File: config.mk
export PLATFORM = sky130hd
export DESIGN_NAME = counter_10000_core
export DESIGN_NICKNAME = d
export VERILOG_FILES = /design/src/rtl/counter_10000_core.sv
export SDC_FILE = /design/constraint.sdc
export NUM_CORES = 1
export LEC_CHECK = 0
export BUFFER_PORTS_ARGS = -buffer_cell sky130_fd_sc_hd__buf_2
export CAP_MARGIN = 15
export CORE_AREA = 3 3 69 71
export CTS_BUF_LIST = sky130_fd_sc_hd__clkbuf_8 sky130_fd_sc_hd__clkbuf_16
export CTS_CLUSTER_SIZE = 25
export DETAILED_ROUTE_END_ITERATION = 8
export DIE_AREA = 0 0 72 74
export PLACE_DENSITY = 0.65
export SLEW_MARGIN = 15
export SYNTH_ARGS = -nofsm -noshare
export SYNTH_HDL_FRONTEND = slang
export SYNTH_SLANG_ARGS = --single-unit
File: constraint.sdc
create_clock -name clk -period 2.8 [get_ports clk]
set_clock_uncertainty 0.15 [all_clocks]
set_input_delay 0.56 -clock clk [delete_from_list [all_inputs] [get_ports clk]]
set_output_delay 0.56 -clock clk [all_outputs]
set_load 0.03 [all_outputs]
File: src/rtl/counter_10000_core.sv
// Run/stop/clear control and prescaled 0..MAX_COUNT counter feeding the FND display.
// Optional feature: define COUNT_DOWN_EN to honour the mode input (up/down counting).
module counter_10000_core #(
    parameter int TICK_DIV  = 10_000_000,
    parameter int MAX_COUNT = 9999
) (
    input  logic        clk,
    input  logic        rst,
    input  logic        btn_run,
    input  logic        btn_clear,
    input  logic        mode,
    output logic [13:0] count,
    output logic        run,
    output logic        carry
);

    localparam int                PCNT_W    = $clog2(TICK_DIV);
    localparam logic [PCNT_W-1:0] PCNT_LAST = PCNT_W'(TICK_DIV - 1);
    localparam logic [13:0]       COUNT_MAX = 14'(MAX_COUNT);

    typedef enum logic [1:0] {
        ST_STOP,
        ST_RUN,
        ST_CLEAR
    } state_e;

    state_e              state_q, state_d;
    logic [PCNT_W-1:0]   pcnt_q, pcnt_d;
    logic [13:0]         count_q, count_d;
    logic                run_q, run_d;
    logic                carry_q, carry_d;
    logic                tick;
    logic                up_wrap;
    logic [13:0]         up_next;

    assign tick    = (state_q == ST_RUN) && (pcnt_q == PCNT_LAST);
    assign up_wrap = (count_q >= COUNT_MAX);
    assign up_next = up_wrap ? '0 : count_q + 14'd1;

`ifdef COUNT_DOWN_EN
    logic        down_wrap;
    logic [13:0] down_next;

    assign down_wrap = (count_q == '0);
    assign down_next = down_wrap ? COUNT_MAX : count_q - 14'd1;
`else
    logic unused_mode;
    assign unused_mode = mode;
`endif

    // NOTE: every signal driven here gets a default first, so no path leaves it unassigned (no latch).
    always_comb begin
        state_d = state_q;
        unique case (state_q)
            ST_STOP: begin
                if (btn_clear)    state_d = ST_CLEAR;
                else if (btn_run) state_d = ST_RUN;
            end
            ST_RUN: begin
                if (btn_run) state_d = ST_STOP;
            end
            ST_CLEAR: state_d = ST_STOP;
            default:  state_d = ST_STOP;
        endcase
    end

    // The prescaler only survives while staying in RUN; any exit drops the partial period.
    always_comb begin
        pcnt_d = '0;
        if ((state_q == ST_RUN) && (state_d == ST_RUN) && !tick) begin
            pcnt_d = pcnt_q + PCNT_W'(1);
        end
    end

    always_comb begin
        count_d = count_q;
        carry_d = 1'b0;
        if (state_q == ST_CLEAR) begin
            count_d = '0;
        end else if (tick) begin
`ifdef COUNT_DOWN_EN
            if (mode) begin
                count_d = down_next;
                carry_d = down_wrap;
            end else begin
                count_d = up_next;
                carry_d = up_wrap;
            end
`else
            count_d = up_next;
            carry_d = up_wrap;
`endif
        end
    end

    assign run_d = (state_d == ST_RUN);

    // NOTE: sequential state uses non-blocking assignments so all flops sample the same pre-edge values.
    always_ff @(posedge clk) begin
        if (rst) begin
            state_q <= ST_STOP;
            pcnt_q  <= '0;
            count_q <= '0;
            run_q   <= 1'b0;
            carry_q <= 1'b0;
        end else begin
            state_q <= state_d;
            pcnt_q  <= pcnt_d;
            count_q <= count_d;
            run_q   <= run_d;
            carry_q <= carry_d;
        end
    end

    assign count = count_q;
    assign run   = run_q;
    assign carry = carry_q;

endmodule

==> summary.md <==
| Metric | Value |
|---|---|
| Status | complete, no violations |
| Total grt overflow | 0 |
| Synth Area in Adders | 1.30% |
| Die Span Y | 74 microns |
| Tot GR Track Use | 14.3% |
| Fin Hold WS | 0.319 ns |
| Clk buf depth | 2 |
| Startpoint types | register |
| Postcts setup bufs | 0 |
| Relative slew slack | 60.8% |
| Total number of vias | 1,553 |
| Minimum clock period after layout | 2.47 ns |
| First-pass GRT wire length | 6110 microns |
| Max-slew violations | 0 |
| Max_cap viols | 0 |
| Critical path data arrival time | 2.55 ns |
| Cells after DPL | 285 |
| Initial core utilization | 45.0% |
| H-tree depth | 2 |
| Post-synth cell types | 41 |
| Worst endpoint required time | 2.88 ns |
| Fmax | 405 MHz |
| Share of cells above drive strength 1 | 17.8% |
| Simple-Gate Fraction of Synth Area | 30.6% |
| Worst slew pin tran | 0.587 ns |
| Post-CTS Resized | 0 |
| Cell Rows | 24 |
| Synth Area in Compound Gates | 9.78% |
| CTS sink cnt | 42 |
| Worst skew pair latency | 0.29 ns |
| Syn Nets | 223 |
| Largest net degree at the start of global routing | 25 |
| Cell area after synthesis | 1930 sq um |
| TritonCTS clock tree | done |
| 1st-iter DRT viols | 88 |
| CP Capture Type | register |
| Reg-to-reg endpoint | count[4] |
| Slowest CP cell | or4_4 |
| Sequential area share after synthesis | 43.5% |
| Dominant cell type by area after synthesis | dfxtp_1 |
| Ant. Diodes | 0 |
| Post-synth EDFFs | 0 |
| Reg2reg start | state_q[1] |
| Root Buffer | clkbuf_8 |
| Final period util | 88.3% |
| Initial DRT Pass Iterations | 4 |
| Synth warnings | 0 |
| Synth top area cells | dfxtp_1, xor2_1, nor2_1, nand3_1, nand4_1 |
| Ys async rst share | 0% |
| Top-count cell post-synth | dfxtp_1 |
| Routed Antenna Nets | 0 |
| IO Pins | 21 |
| DIE AREA | 5330 sq um |
| Critical-path maximum fanout | 10 |
| CP cell instances | or4_4 -> nor4_4 -> nand4_1 -> or3_1 -> a21oi_1 |
| Post-Route WL | 3590 microns |
| LEAKAGE | 0.798 nW |
| Dpl hpwl | 2550 microns |
| Maximum VDD drop | 0.000183 V |
| Largest family of logic cells by synthesized area | simple AND/OR/NAND/NOR gates |
| Core Area | 4290 sq um |
| Nets@finish | 247 |
| Worst-path clk slew | 0.08 ns |
| XOR/XNOR Fraction of Synth Area | 10.9% |
| Final Instance Count excl. Fillers | 293 |
| DRC violations left | 0 |
| Top post-synthesis cells by count | dfxtp_1, nor2_1, xor2_1 |
| Hold Crit Class | reg2reg |
| Worst path max stage delay | 0.57 ns |
| Post-synth top flop | dfxtp_1 |
| Initial antenna violation count | 0 |
| Vias in the first global route | 1,324 |
| Top cell type's share of synthesized area | 43.5% |
| WL met3 | 123 microns |
| GPL Wtd Cong | 0.779 |
| Fin. Hold Viols | 0 |
| Met2 wire length | 1460 microns |
| Vias/cell | 5.30 |
| RSZ-0062 raised after global routing | false |
| Register-to-register path setup slack | 0.33 ns |
| Post-synthesis mux area share | 0.518% |
| Layout area overhead | 12.2% |
| R2R cell count | 5 |
| Total CTS buffers | 5 |
| Final setup fails | 0 |
| WL/cell | 12.2 microns |
| Seq cells post-synth | 42 |
| IO Port Bufs | 19 |
| Worst Setup SP | state_q[1] |
| Post-synthesis cell count | 216 |
| Met1 wire length | 1930 microns |
| Setup tns final | 0 ns |
| Syn avg cell area | 8.94 sq um |
| Top Metal Used | met4 |
| Power Dens Cells | 470 nW/um^2 |
| Hold Buf Count CTS | 0 |
| Crit Path Category | reg2reg |
| Die Width | 72 microns |
| Worst setup path endpoint | count[4] |
layout make-up:
class / count / area, sq um
inverters: 7 / 26.3
clock buffers: 6 / 82.6
multi-input cells: 162 / 1030
repair buffers: 22 / 118
clock inverters: 2 / 8.76
flip-flops and latches: 42 / 841
well taps: 52 / 65.1
fillers: 434 / 2130
flip-flops by register name (all words and copies together), names as in the netlist:
register,flops
count,14
carry,1
run,1
pcnt_q,24
state_q,2
cell families (layout without fill, tap and decap cells):
group                      count (synthesis)  after routing
and+or+nand+nor                          105            105
muxes                                      1              1
DFF                                       42             42
buffers and inverters                     12             37
xor gates and xnor gates                  24             24
adders and majority gates                  2              2
AOI/OAI and AO/OA                         30             30
power by group:
group	switching, mW	total, mW	internal (mW)
clock	0.199	0.394	0.195
sequential	0.00247	0.602	0.599
combinational	0.0139	0.0217	0.00782
total	0.215	1.02	0.803
worst min-delay path by stage:
stage,from,to,slack [ns],depth (start not counted)
final,pcnt_q[0],pcnt_q[0],0.32,1
after global routing,rst,state_q[1],0.35,2
after CTS,pcnt_q[0],pcnt_q[0],0.33,1
after detailed placement,pcnt_q[0],pcnt_q[0],0.31,1
after global placement,pcnt_q[0],pcnt_q[0],0.30,1
after floorplan,pcnt_q[0],pcnt_q[0],0.28,1
stage by stage:
| step | area [sq um] | worst slack, ns | power (mW) | util, % |
|---|---|---|---|---|
| 2_1_floorplan | 1930 | 0.554 | 0.633 | - |
| 3_3_place_gp | 2080 | 0.366 | 0.638 | 48.3 |
| 3_5_place_dp | 2080 | 0.342 | 0.638 | 48.3 |
| 4_1_cts | 2170 | 0.338 | 1.03 | 50.5 |
| 5_1_grt | 2170 | 0.191 | 1.06 | 50.5 |
| 6_report | 2170 | 0.328 | 1.02 | 50.5 |
placed cells by master (no fill, tap or decap), types with 3 or more instances in the layout:
master    count
nand4_1      10
o21ai_0       8
inv_1         8
o21a_1        3
xnor2_1       7
clkbuf_8      6
buf_2        19
nor4_1        4
nand2_1      12
xor2_1       17
buf_4         3
or3_1         5
and4_1        4
a21oi_1       9
nor3_1        3
and3_1        5
nand3_1      15
nor2_1       30
dfxtp_1      42
worst max-delay path: cells and delay by family (launching register included):
family,cells,cell delay (ns)
AND/OR/NAND/NOR,4,1.77
AO/OA/AOI/OAI,1,0.14
flip-flops,1,0.35
per-layer routing:
layer / global-route usage [%] / vias to the layer above
li1: - / 816
met1: 21.5 / 697
met2: 19.9 / 33
met3: 2.84 / 7
met4: 5.64 / 0
met5: 0 / -
(Power assumes the default switching activity.)
